File: src/rtl/cordic_rom_pkg.sv
// Shared definitions for the CORDIC coefficient memory: geometry, the bit
// layout of one 48-bit coefficient word, and the loader state encoding.
// The unpack stage imports the same field positions, so the writer and the
// reader always agree on where each coefficient lives in a word.
package cordic_rom_pkg;

    localparam int ADDR_W = 10;    // {index_qua[2:0], index_cor[6:0]}
    localparam int WORD_W = 48;
    localparam int DEPTH  = 1024;

    // Word layout: {XM[15:0], XR[7:0], YM[15:0], YR[7:0]}
    localparam int XM_MSB = 47;
    localparam int XM_LSB = 32;
    localparam int XR_MSB = 31;
    localparam int XR_LSB = 24;
    localparam int YM_MSB = 23;
    localparam int YM_LSB = 8;
    localparam int YR_MSB = 7;
    localparam int YR_LSB = 0;

    typedef enum logic [2:0] {
        ST_IDLE   = 3'd0,
        ST_WRITE  = 3'd1,
        ST_VERIFY = 3'd2,
        ST_DRAIN  = 3'd3,
        ST_DONE   = 3'd4
    } state_t;

endpackage

File: src/rtl/cordic_rom_writer_pack.sv
// rom_word_pack: combinational packing of one coefficient entry into a
// 48-bit memory word, plus detection of residual bits that do not fit.
// Ports:
//   XM, YM  in  16  main coefficients, stored in full
//   XR, YR  in  16  residual coefficients, only the low byte is stored
//   word    out 48  packed word
//   trunc   out 1   an upper residual byte was nonzero (data is lost)
module rom_word_pack
    import cordic_rom_pkg::*;
(
    input  logic [15:0]       XM,
    input  logic [15:0]       XR,
    input  logic [15:0]       YM,
    input  logic [15:0]       YR,
    output logic [WORD_W-1:0] word,
    output logic              trunc
);

    always_comb begin
        word                 = '0;
        word[XM_MSB:XM_LSB]  = XM;
        word[XR_MSB:XR_LSB]  = XR[7:0];
        word[YM_MSB:YM_LSB]  = YM;
        word[YR_MSB:YR_LSB]  = YR[7:0];
        trunc                = (XR[15:8] != 8'd0) || (YR[15:8] != 8'd0);
    end

endmodule

File: src/rtl/cordic_rom_writer.sv
// cordic_rom_writer: loads the CORDIC coefficient memory from a valid/ready
// stream of (XM, YM, XR, YR) entries, writing consecutive addresses from a
// base (modulo 1024), then optionally reads the range back and compares an
// additive checksum of the readback against the checksum of what was written.
// Ports:
//   clk, reset           clock (rising edge), asynchronous active-low reset
//   start                begin a session, only honoured while idle
//   base_addr, count     first address and number of entries (0..1024)
//   in_valid/in_ready    entry handshake; XM/YM/XR/YR carry the entry
//   mem_we/mem_re        memory write / read strobes (never both high)
//   mem_addr, mem_d      memory address and write data
//   mem_q                read data, valid one cycle after mem_re
//   busy, done           session active / one-cycle completion pulse
//   err_trunc            sticky: a residual upper byte was nonzero
//   err_verify           sticky: readback checksum differed
//   err_cfg              sticky: start requested with count > 1024
module cordic_rom_writer
    import cordic_rom_pkg::*;
#(
    parameter int ADDR_W    = 10,
    parameter int WORD_W    = 48,
    parameter bit VERIFY_EN = 1'b1
) (
    input  logic              clk,
    input  logic              reset,
    input  logic              start,
    input  logic [ADDR_W-1:0] base_addr,
    input  logic [ADDR_W:0]   count,
    input  logic              in_valid,
    output logic              in_ready,
    input  logic [15:0]       XM,
    input  logic [15:0]       YM,
    input  logic [15:0]       XR,
    input  logic [15:0]       YR,
    output logic              mem_we,
    output logic              mem_re,
    output logic [ADDR_W-1:0] mem_addr,
    output logic [WORD_W-1:0] mem_d,
    input  logic [WORD_W-1:0] mem_q,
    output logic              busy,
    output logic              done,
    output logic              err_trunc,
    output logic              err_verify,
    output logic              err_cfg
);

    localparam int              CNT_W     = ADDR_W + 1;
    localparam logic [CNT_W-1:0] MAX_COUNT = CNT_W'(DEPTH);
    localparam logic [CNT_W-1:0] CNT_ONE   = CNT_W'(1);

    state_t              r_state;
    logic [ADDR_W-1:0]   r_wr_ptr;
    logic [ADDR_W-1:0]   r_rd_ptr;
    logic [CNT_W-1:0]    r_remaining;
    logic [CNT_W-1:0]    r_count;
    logic [WORD_W-1:0]   r_wr_sum;
    logic [WORD_W-1:0]   r_rd_sum;
    logic                r_rd_valid;
    logic                r_err_trunc;
    logic                r_err_verify;
    logic                r_err_cfg;

    logic [WORD_W-1:0]   w_word;
    logic                w_trunc;
    logic                w_hs;
    logic [WORD_W-1:0]   w_rd_sum_next;

    rom_word_pack u_pack (
        .XM    (XM),
        .XR    (XR),
        .YM    (YM),
        .YR    (YR),
        .word  (w_word),
        .trunc (w_trunc)
    );

    // Strobes decode straight from the state register so a reset drops them
    // in the same cycle rather than one clock later.
    assign in_ready   = (r_state == ST_WRITE);
    assign w_hs       = in_ready && in_valid;
    assign mem_we     = w_hs;
    assign mem_re     = (r_state == ST_VERIFY);
    assign mem_addr   = (r_state == ST_VERIFY) ? r_rd_ptr :
                        (r_state == ST_WRITE)  ? r_wr_ptr : '0;
    assign mem_d      = w_hs ? w_word : '0;
    assign busy       = (r_state != ST_IDLE);
    assign done       = (r_state == ST_DONE);
    assign err_trunc  = r_err_trunc;
    assign err_verify = r_err_verify;
    assign err_cfg    = r_err_cfg;

    // Readback sum including the word arriving this cycle; in DRAIN this is
    // the final total, which lets err_verify be valid alongside done.
    assign w_rd_sum_next = r_rd_valid ? (r_rd_sum + mem_q) : r_rd_sum;

    always_ff @(posedge clk or negedge reset) begin
        if (!reset) begin
            r_state      <= ST_IDLE;
            r_wr_ptr     <= '0;
            r_rd_ptr     <= '0;
            r_remaining  <= '0;
            r_count      <= '0;
            r_wr_sum     <= '0;
            r_rd_sum     <= '0;
            r_rd_valid   <= 1'b0;
            r_err_trunc  <= 1'b0;
            r_err_verify <= 1'b0;
            r_err_cfg    <= 1'b0;
        end else begin
            // mem_q trails each read strobe by one cycle.
            r_rd_valid <= (r_state == ST_VERIFY);
            r_rd_sum   <= w_rd_sum_next;

            case (r_state)
                ST_IDLE: begin
                    if (start) begin
                        if (count > MAX_COUNT) begin
                            r_err_cfg <= 1'b1;
                        end else if (count == '0) begin
                            r_state <= ST_DONE;
                        end else begin
                            r_wr_ptr     <= base_addr;
                            r_rd_ptr     <= base_addr;
                            r_remaining  <= count;
                            r_count      <= count;
                            r_wr_sum     <= '0;
                            r_rd_sum     <= '0;
                            r_err_trunc  <= 1'b0;
                            r_err_verify <= 1'b0;
                            r_err_cfg    <= 1'b0;
                            r_state      <= ST_WRITE;
                        end
                    end
                end

                ST_WRITE: begin
                    if (w_hs) begin
                        r_wr_sum    <= r_wr_sum + w_word;
                        r_wr_ptr    <= r_wr_ptr + ADDR_W'(1);
                        r_remaining <= r_remaining - CNT_ONE;
                        if (w_trunc) begin
                            r_err_trunc <= 1'b1;
                        end
                        if (r_remaining == CNT_ONE) begin
                            if (VERIFY_EN) begin
                                r_remaining <= r_count;
                                r_state     <= ST_VERIFY;
                            end else begin
                                r_state <= ST_DONE;
                            end
                        end
                    end
                end

                ST_VERIFY: begin
                    r_rd_ptr    <= r_rd_ptr + ADDR_W'(1);
                    r_remaining <= r_remaining - CNT_ONE;
                    if (r_remaining == CNT_ONE) begin
                        r_state <= ST_DRAIN;
                    end
                end

                ST_DRAIN: begin
                    r_err_verify <= (w_rd_sum_next != r_wr_sum);
                    r_state      <= ST_DONE;
                end

                ST_DONE: begin
                    r_state <= ST_IDLE;
                end

                default: begin
                    r_state <= ST_IDLE;
                end
            endcase
        end
    end

endmodule
File: config.mk
export PLATFORM = sky130hd
export DESIGN_NAME = cordic_rom_writer
export DESIGN_NICKNAME = d
export VERILOG_FILES = /design/src/rtl/cordic_rom_pkg.sv /design/src/rtl/cordic_rom_writer_pack.sv /design/src/rtl/cordic_rom_writer.sv
export SDC_FILE = /design/constraint.sdc
export NUM_CORES = 1
export LEC_CHECK = 0
export CAP_MARGIN = 20
export CORE_UTILIZATION = 48
export CTS_CLUSTER_DIAMETER = 80
export DETAILED_ROUTE_END_ITERATION = 7
export PLACE_DENSITY = 0.72
export SYNTH_ARGS = -nofsm -noshare
export SYNTH_HDL_FRONTEND = slang
export SYNTH_HIERARCHICAL = 1
export SYNTH_SLANG_ARGS = --single-unit
File: constraint.sdc
create_clock -name clk -period 5.2 [get_ports clk]
set_input_delay 1.04 -clock clk [delete_from_list [all_inputs] [get_ports clk]]
set_output_delay 1.04 -clock clk [all_outputs]
set_load 0.02 [all_outputs]
; ---- Yosys cells after proc, flatten, opt, wreduce, memory -nomap -nowiden
; Index checks and enable logic that the tools add are counted.
[word_totals]
regBits = 145
input_bits = 137
out_inout_bits = 66
word_cells = 92
[op_classes]
add_sub_neg = 5
magnitude_cmp = 1
eq_ne = 14
muxes = 40
bitwise_logic = 2
reduce_logical = 19
[ops]
columns = operator, count
row1 = 2-to-1 mux 48 bit, 10
row2 = adder 48 bit, 2
row3 = one-hot mux 48 bit (2 select lines), 1
row4 = 2-to-1 mux 10 bit, 6
row5 = 2-to-1 mux 11 bit, 5
row6 = inequality test 48 bit, 1
row7 = one-hot mux 10 bit (2 select lines), 2
row8 = one-hot mux 11 bit (3 select lines), 1
row9 = "adder 10 x 1 -> 10 bit, second input constant", 2
row10 = 2-to-1 mux 3 bit, 6
row11 = nonzero test 8 bit, 2
row12 = AND reduction 5 bit, 3
row13 = one-hot mux 3 bit (4 select lines), 1
row14 = AND reduction 4 bit, 3
row15 = "equality test 11 x 1 -> 1 bit, second input constant", 1
row16 = "greater-than comparator 11 bit, second input constant", 1
row17 = zero test 11 bit, 1
row18 = "subtractor 11 x 1 -> 11 bit, second input constant", 1
row19 = "inequality test 2 x 1 -> 1 bit, second input constant", 4
row20 = "inequality test 2 bit, second input constant", 4
row21 = "equality test 3 x 2 -> 1 bit, second input constant", 2
row22 = 2-to-1 mux 1 bit, 6
row23 = AND reduction 6 bit, 1
row24 = nonzero test 2 bit, 3
row25 = 9 further kinds, 12

; ---- Longest topological paths before layout
; Gate-level depths: netlist of the first run.
[logic_depth]
ltp_word = 6
depth_mapped = 16
depth_no_buf = 16

; ---- Modules after synthesis
; Netlist of the first run, hierarchy kept.
[by_module_without_submodules]
columns = module, instances, cells_per_inst, area_each_um2, seq_area_each_um2
row1 = cordic_rom_writer, 1, 1768, 14000.9, 3628.5
row2 = rom_word_pack, 1, 53, 391.6, 0.0

; ---- Least setup slack after synthesis of the first run
; OpenSTA, ideal clock, no wires.
[synth_path]
kind = in2reg
from = input mem_q[0]
to = register r_err_verify, in the netlist err_verify
setup_time_ns = 0.135
arrival_time_ns = 4.027
t_required_ns = 5.065
setup_slack_ns = 1.038
cell_stages = 16
cell_sequence = ha_1 inv_1 fa_1 nor2b_4 o31ai_4 a21oi_2 xor2_1 xnor2_1 nand4_1 or4b_1 nor3_2 a32oi_1 a2111oi_2 o311ai_1 a311oi_2 a32oi_1
[synth_between]
elab_chain_cells = 4
[synth_lines]
columns = element, line
row1 = "start, declared", cordic_rom_writer.sv:39  ; input logic [WORD_W-1:0] mem_q,
row2 = adder 48 bit, cordic_rom_writer.sv:94  ; assign w_rd_sum_next = r_rd_valid ? (r_rd_sum + mem_q) : r_rd_sum;
row3 = 2-to-1 mux 48 bit, cordic_rom_writer.sv:94
row4 = inequality test 48 bit, cordic_rom_writer.sv:164  ; r_err_verify <= (w_rd_sum_next != r_wr_sum);
row5 = one-hot mux 1 bit (2 select lines), cordic_rom_writer.sv:114  ; case (r_state)
row6 = "end signal, assigned", cordic_rom_writer.sv:164
row7 = "end, declared", cordic_rom_writer.sv:60  ; logic r_err_verify;
; Every way passes these cells.
; A chain may end at the register's enable or synchronous reset.

; ---- Worst setup path after layout of the first run
; Same ends and word-level chain as after synthesis.

==> impl_results.md, run 1 <==
* Slew Viols, Final at 0
* Post-route DRC at 0
* Dominant synthesized flop cell: dfrtp_1
* Status: completed
* Required time worst endpoint at approximately 5.5 ns
* Cell Rows at 63
* Commonest cells after routing, fill and taps aside: clkdlybuf4s50_1 (201), nand2_1 (173), nor2_1 (166), a21oi_1 (166), dfrtp_1 (144)
* RSZ-0062 raised after global routing: no
* Largest delay share family, worst path: compound AO/OA/AOI/OAI gates
* Worst path bufs/invs at 3
* Fin Setup TNS at 0 ns
* Avg Cell Area, Syn at 7.904 µm²
* Yosys Warn Count at 6
* DRT antenna net count at 0
* Avg WL per Cell at between 20 and 25 µm
* Slowest Stage Delay on Critical Path at between 0.5 and 0.6 ns
* Gr usage total at 32.86%
* Met3 usage at about 4.2%
* Largest family of logic cells by synthesized area: compound AO/OA/AOI/OAI gates
* Via Count at ~14000
* Min-delay src: err_cfg
* Worst Setup Start Kind: input port
* Peak VDD IR at between 300 and 400 µV
* # Max-Cap Violations at 0
* Pre-antenna DRT Iters at 6
* Vias in the first global route at 14060
* Power Density at roughly 530 mW/mm²
* Core area at 0.02956 mm²
* Post-synthesis mux area share at between 3 and 4%
* Die Wd at around 180 µm
* # IOs at 203
* Antenna diode count at 0
* Worst skew pair latency at 0.45 ns
* Final worst slack at just under 0.5 ns
* Busiest grt layer: met2
* Placer congestion estimate at 1.034
* Complex-gate fraction of the synthesized area at between 20% and 30%
* Slowest-stage cell, CP: clkdlybuf4s50_1
* Post-CTS setup buffers at 0
* Critical-path maximum fanout at 5
* Final hold viol count at 0
* Sequential-to-total area share from yosys stat at 25.21%
* TritonCTS clock tree: done
* Xor/xnor cell area share of the yosys netlist at approximately 9.9%
* Critical path class: in -> reg
* First-pass GRT wire length at between 70000 and 80000 µm
* Final nets at 2193
* Post-Syn Area at 0.01439 mm²
* Leak pwr at between 7 and 8 nW
* Distinct cells, synth at 88
* Worst Max-Slew Pin Slew at 1.011 ns
* Skew final at about 0.014 ns
* Area of the multi-input gates at 0.009838 mm²
* Final setup fails at 0
* Clk buf depth at 2
* Layout fillers at ~2700
* Share of synthesized registers carrying an async set or reset at 100.0%
* Worst hold slack at 0.5050 ns
* Total Power at 0.009102 W
* Met1 Use GR at around 45%
* Crit path DAT at between 5 and 6 ns
* Period minus WS final at roughly 4.7 ns
* Tcrit/Tclk final at roughly nine tenths
* Cell count along the critical path at 18
* Clock Pin Slew Worst Setup and Hold Paths at roughly 0.08 ns
* Worst hold path class: reg -> reg
* Pre-CTS WS at slightly above 0.1 ns
* Wire length after detailed routing at 50180 µm
* Via density at just over 6
* Worst Hold Depth at 2
* Commonest non-fill, non-tap cell in the layout: clkdlybuf4s50_1
* Dpl hpwl at about 40000 µm
* Worst R2R Path Depth at 15
* DRT iter0 DRCs at approximately 1300
* Slew HR at between 30% and 40%
* Worst r2r src: r_wr_sum[0]
* Synth Instances at around 1800
* DIE HEIGHT at 175.2 µm
* Share of cells above drive strength 1 at 7.415%
* Pin count of the biggest net entering global routing at between 90 and 100
* Root Buffer: clkbuf_16
* CTS Hold Bufs at 0
* PostCTS Resize Cnt at 0
* M2 GR Usage at between 50% and 60%
* Simple-gate portion of the synthesized area at a little over a fifth
* Synth Area in Adders at under 10%
* Grt total ovfl at 0
* Area Overhead vs Synth at 19.42%
* Initial Util at 48.69%
* Buffers on Ports at around 200
* Total CTS buffers at 17
* Post-synth net total at slightly above 2000
* # clock sinks at 145
* Critical path, cell by cell: clkdlybuf4s50_1 -> ha_1 -> inv_1 -> fa_1 -> nor2b_4 -> o31ai_4 -> a211oi_2 -> o2111ai_1 -> a211oi_2 -> buf_4 -> o21ai_0 -> xnor2_1 -> xnor2_1 -> nand4_1 -> o21ai_0 -> nand4_1 -> a311oi_2 -> a32oi_1
* Post-synth EDFFs at 0
* FF+latch count, synth at between 100 and 150
* Critical Path Source: mem_q[0]
* CTS H-tree depth at 4
* FF+latch area at 0.003630 mm²
* Die Area at 0.03068 mm²
* Initial antenna violation count at 0
* Setup crit end kind: register
* FMAX at about 210 MHz
-- cells by family after synthesis --
family / after synthesis
xor gates and xnor gates: 162
adders and majority gates: 100
muxes: 53
and+or+nand+nor: 618
DFF: 145
buffers and inverters: 186
AOI/OAI and AO/OA: 557
-- power by group --
| part | total [W] | internal (W) | switching [W] |
|---|---|---|---|
| logic | 0.00552 | 0.00233 | 0.00319 |
| clock network | 0.00131 | 0.000699 | 0.000612 |
| registers | 0.00227 | 0.00157 | 0.000702 |
-- layout make-up --
cell class	instances	area share (%)
Clock inverter	14	0.9609
Multi-Input combinational cell	1490	57.24
Timing Repair Buffer	261	14.39
Tap cell	390	2.839
Inverter	41	0.8954
Clock buffer	18	2.555
Sequential cell	145	21.12
-- synthesized netlist by cell type, types with 7 or more instances --
master,number,area (µm²)
a22o_1,11,96.34
o21ai_0,134,670.6
nor3b_1,7,52.55
o31ai_1,10,75.07
inv_1,40,150.1
o21bai_1,9,67.56
a221oi_1,9,78.83
mux2_2,11,123.9
dfrtp_1,145,3628
a21oi_1,167,835.8
a22oi_1,9,67.56
buf_2,25,125.1
o21a_1,18,135.1
nand2_1,173,649.4
clkbuf_1,54,202.7
buf_1,9,33.78
a31oi_1,20,125.1
xnor2_1,105,919.6
a211oi_1,14,105.1
ha_1,98,1226
mux2i_1,42,420.4
nor3_1,19,95.09
nor2b_1,13,81.33
a21o_1,44,330.3
nand3_1,55,275.3
nand2b_1,11,68.82
nor2_1,167,626.9
nand4_1,46,287.8
xor2_1,57,499.2
buf_4,54,405.4
o22ai_1,18,112.6
o21ai_1,17,85.08
and3_1,62,387.9
o211ai_1,8,60.06
nor4_1,21,131.4
-- routing by layer --
layer | up-vias | part of all wire, %
li1 | 6895 | -
met1 | 6901 | 44
met2 | 595 | 46
met3 | 79 | 6.7
met4 | 0 | 2.9
met5 | - | 0
-- worst paths after layout --
| path | slack (ns) | endpoint |
|---|---|---|
| setup / recovery | 0.50 | err_verify |
| hold / removal | 0.50 | err_cfg |
| setup reg to reg | 1.20 | r_wr_sum[36] |
| hold reg to reg | 0.50 | err_cfg |
| max in group asynchronous | 3.49 | r_rd_sum[22] |
| min in group asynchronous | 0.63 | r_rd_sum[7] |
-- state kept, by name (all words and copies together) (netlist names) --
| name | cells |
|---|---|
| r_rd_valid | 1 |
| r_wr_ptr | 10 |
| r_rd_ptr | 10 |
| r_count | 11 |
| r_wr_sum | 48 |
| r_rd_sum | 48 |
| err_cfg | 1 |
| r_state | 3 |
| r_remaining | 11 |
| err_trunc | 1 |
| err_verify | 1 |
-- through the flow --
stage	cells	utilization, %	area, µm²
after detailed placement	2325	56.03	16560
final	2359	58.15	17190
after global placement	2325	56.03	16560
after floorplan	1821	-	14390
after CTS	2357	58.07	17170
after global routing	2359	58.15	17190
-- worst register-to-register path: stages, from the launching register on --
cell	delay [ns]
dfrtp_1	0.44
ha_1	0.27
fa_1	0.43
a21oi_1	0.19
nor2_1	0.09
o31ai_1	0.22
o211ai_1	0.25
and4bb_2	0.31
a31oi_1	0.32
o21ai_0	0.20
a31oi_1	0.33
o221ai_1	0.22
a31oi_1	0.25
o21bai_1	0.11
xnor2_1	0.12
o21ai_0	0.17
No activity file was read; power rests on OpenSTA's default activity.
==> run 2: changes to the inputs <==
TNS_END_PERCENT = 1   (was unset)
==> results of run 2 <==
Same layout as run 1: the final DEF is identical, and so are final timing and power.
==> run 3: changes to the inputs <==
GPL_TIMING_DRIVEN = 0   (was unset)
==> run 3 against run 2 <==
Fmax decreased by 5.8%. First-iteration DRC count rose by 2.2%. Routed wire length rose by 3.7%. Utilization fell by 0.46 points. Clock power fell by 8%. Register-to-register slack worse by 0.36 ns. Combinational power is 1% higher. Final cell count grew 1.7%. Sequential cell count stayed put. Total power fell by 0.96%.
==> impl_results.md, run 3 (synthesis gave the netlist of run 1 again) <==
* Core area at 0.02956 mm² (unchanged)
* Vias in the first global route at 14130 (+0.51%)
* DIE HEIGHT at 175.2 µm (unchanged)
* # Max-Cap Violations at 0 (unchanged)
* Crit path DAT at 5.35 ns (+0.32 ns)
* Slew HR at 41.13% (+8.6 points)
* First-pass GRT wire length at 80210 µm (+2.6%)
* Via Count at 14700 (+1.6%)
* Die Wd at 175.2 µm (unchanged)
* Worst Setup Start Kind: input port
* Gr usage total at 33.98% (+1.1 points)
* RSZ-0062 raised after global routing: no
* Dpl hpwl at 41980 µm (+6.3%)
* Final non-filler cell total at 2399 (+1.7%)
* Worst R2R Path Depth at 15 (unchanged)
* # clock sinks at 145 (unchanged)
* Post-CTS setup buffers at 0 (unchanged)
* Area Overhead vs Synth at 18.48%
* Share of cells above drive strength 1 at 8.313% (+0.90 points)
* Worst r2r src: r_rd_sum[23]
* Grt total ovfl at 0 (unchanged)
* Reg2reg setup slack at 0.84 ns (-0.36 ns)
* Final hold viol count at 0 (unchanged)
* Pre-antenna DRT Iters at 5 (-1)
* Tcrit/Tclk final at 96.02% (+5.5 points)
* CTS H-tree depth at 4 (unchanged)
* Fin Setup TNS at 0 ns (unchanged)
* Avg WL per Cell at 21.68 µm (+1.9%)
* Layout fillers at 2845 (+7.2%)
* Cell Rows at 63 (unchanged)
* # IOs at 203 (unchanged)
* DRT antenna net count at 0 (unchanged)
* Clock Pin Slew Worst Setup and Hold Paths at 0.08 ns (about the same)
* Commonest non-fill, non-tap cell in the layout: nand2_1
* Power Density at 528.6 mW/mm² (-0.17%)
* Final nets at 2233 (+1.8%)
* Status: completed
* Required time worst endpoint at 5.56 ns (+0.04 ns)
* Post-route DRC at 0 (unchanged)
* Via density at 6.128 (about the same)
* Critical path class: in -> reg
* TritonCTS clock tree: done
* Placer congestion estimate at 1.001 (-3.2%)
* Placed Instances at 2367 (+1.8%)
* Slew Viols, Final at 0 (unchanged)
* Biggest regs: r_rd_sum (48), r_wr_sum (48)
* Buffers on Ports at 154 (-24%)
* Worst Max-Slew Pin Slew at 0.8830 ns (-0.1283 ns)
* CTS Hold Bufs at 0 (unchanged)
* FF-to-FF End: err_verify
* Worst skew pair latency at 0.45 ns (about the same)
* Wire length after detailed routing at 52020 µm (+3.7%)
* Root Buffer: clkbuf_16
* Antenna diode count at 0 (unchanged)
* Period minus WS final at 4.993 ns (+0.2880 ns)
* Initial antenna violation count at 0 (unchanged)
* Final setup fails at 0 (unchanged)
* Critical-path maximum fanout at 5 (unchanged)
* FMAX at 200.3 MHz (-5.8%)
* Commonest cells after routing, fill and taps aside: nand2_1 (173), nor2_1 (167), a21oi_1 (167)
* Clk buf depth at 2 (unchanged)
* DRT iter0 DRCs at 1322 (+2.2%)
* Peak VDD IR at 292.7 µV (-19%)
* Worst hold path class: in -> async
* Total CTS buffers at 17 (unchanged)
* Pin count of the biggest net entering global routing at 58 (-37%)
* Die Area at 0.03068 mm² (unchanged)
* Initial Util at 48.69% (unchanged)
* Skew final at 0.01550 ns (+0.001420 ns)
* Setup crit end kind: register
* Leak pwr at 7.354 nW (-0.35%)
run 3: cell types whose count changed in the layout (fill, tap and decap cells not counted), sizes merged, moves of 2 or more:
cell	before	now
buf	60	92
inv	49	47
clkbuf	18	74
clkdlybuf4s50	201	153
clkinvlp	1	5
run 3: how the worst max path moves through the flow:
stage | startpoint | endpoint | slack, ns | depth (start not counted)
2_1_floorplan | mem_q[0] | err_verify | 1.04 | 16
6_report | mem_q[0] | err_verify | 0.21 | 16
4_1_cts | mem_q[0] | err_verify | 0.17 | 16
3_5_place_dp | mem_q[0] | err_verify | -0.24 | 16
5_1_grt | mem_q[0] | err_verify | 0.04 | 17
3_3_place_gp | reset | r_wr_sum[41] | -3.33 | 1
run 3: cell type report:
class	instances	area, µm²	area share [%]
plain buffers	145	788.3	4.622
well taps	390	488.0	2.862
clock buffers	18	439.2	2.575
inverters	41	153.9	0.9025
multi-input cells	1490	9838	57.69
flip-flops and latches	145	3628	21.28
repair buffers	156	1598	9.370
clock inverters	14	118.9	0.6970
run 3: repair_timing:
action	in CTS	in global routing
endpoints found under the hold margin	0	0
endpoints found under the setup margin	0	1
gates resized for setup	0	3
run 3: per-layer routing:
| metal | vias to the layer above | global-route usage [%] | share of wire [%] |
|---|---|---|---|
| li1 | 6961 | - | - |
| met1 | 7046 | 45.64 | 44 |
| met2 | 606 | 54.84 | 46 |
| met3 | 88 | 5.396 | 6.7 |
| met4 | 0 | 12.68 | 3.3 |
| met5 | - | 0 | 0 |
run 3: critical path: stages:
cell	delay [ns]
clkdlybuf4s50_1	0.55
ha_1	0.27
inv_1	0.08
fa_1	0.44
nor2b_4	0.21
o31ai_4	0.11
a211oi_2	0.29
o2111ai_1	0.26
a211oi_4	0.42
nor2b_1	0.16
nor4_1	0.62
nand3_1	0.23
a41o_1	0.28
nand4_1	0.10
a311oi_2	0.06
a32oi_1	0.20
run 3: where the power goes:
group | leakage (nW) | internal, W | total (W) | switching, W
Sequential | 1.83 | 0.00157 | 0.00220 | 0.000632
Combinational | 5.27 | 0.00229 | 0.00560 | 0.00331
Clock | 0.259 | 0.000636 | 0.00121 | 0.000577
run 3: stage by stage:
step	area, µm²	worst slack (ns)	utilization (%)	hold slack, ns	total power [W]
global placement	16420	-3.329	55.56	0.4774	0.007564
detailed placement	16480	-0.2442	55.75	0.4794	0.007662
CTS	17040	0.1724	57.63	0.4879	0.008908
floorplan	14390	1.038	-	0.4576	0.005921
global route	17050	0.03638	57.69	0.5059	0.009629
finish	17050	0.2070	57.69	0.4807	0.009015
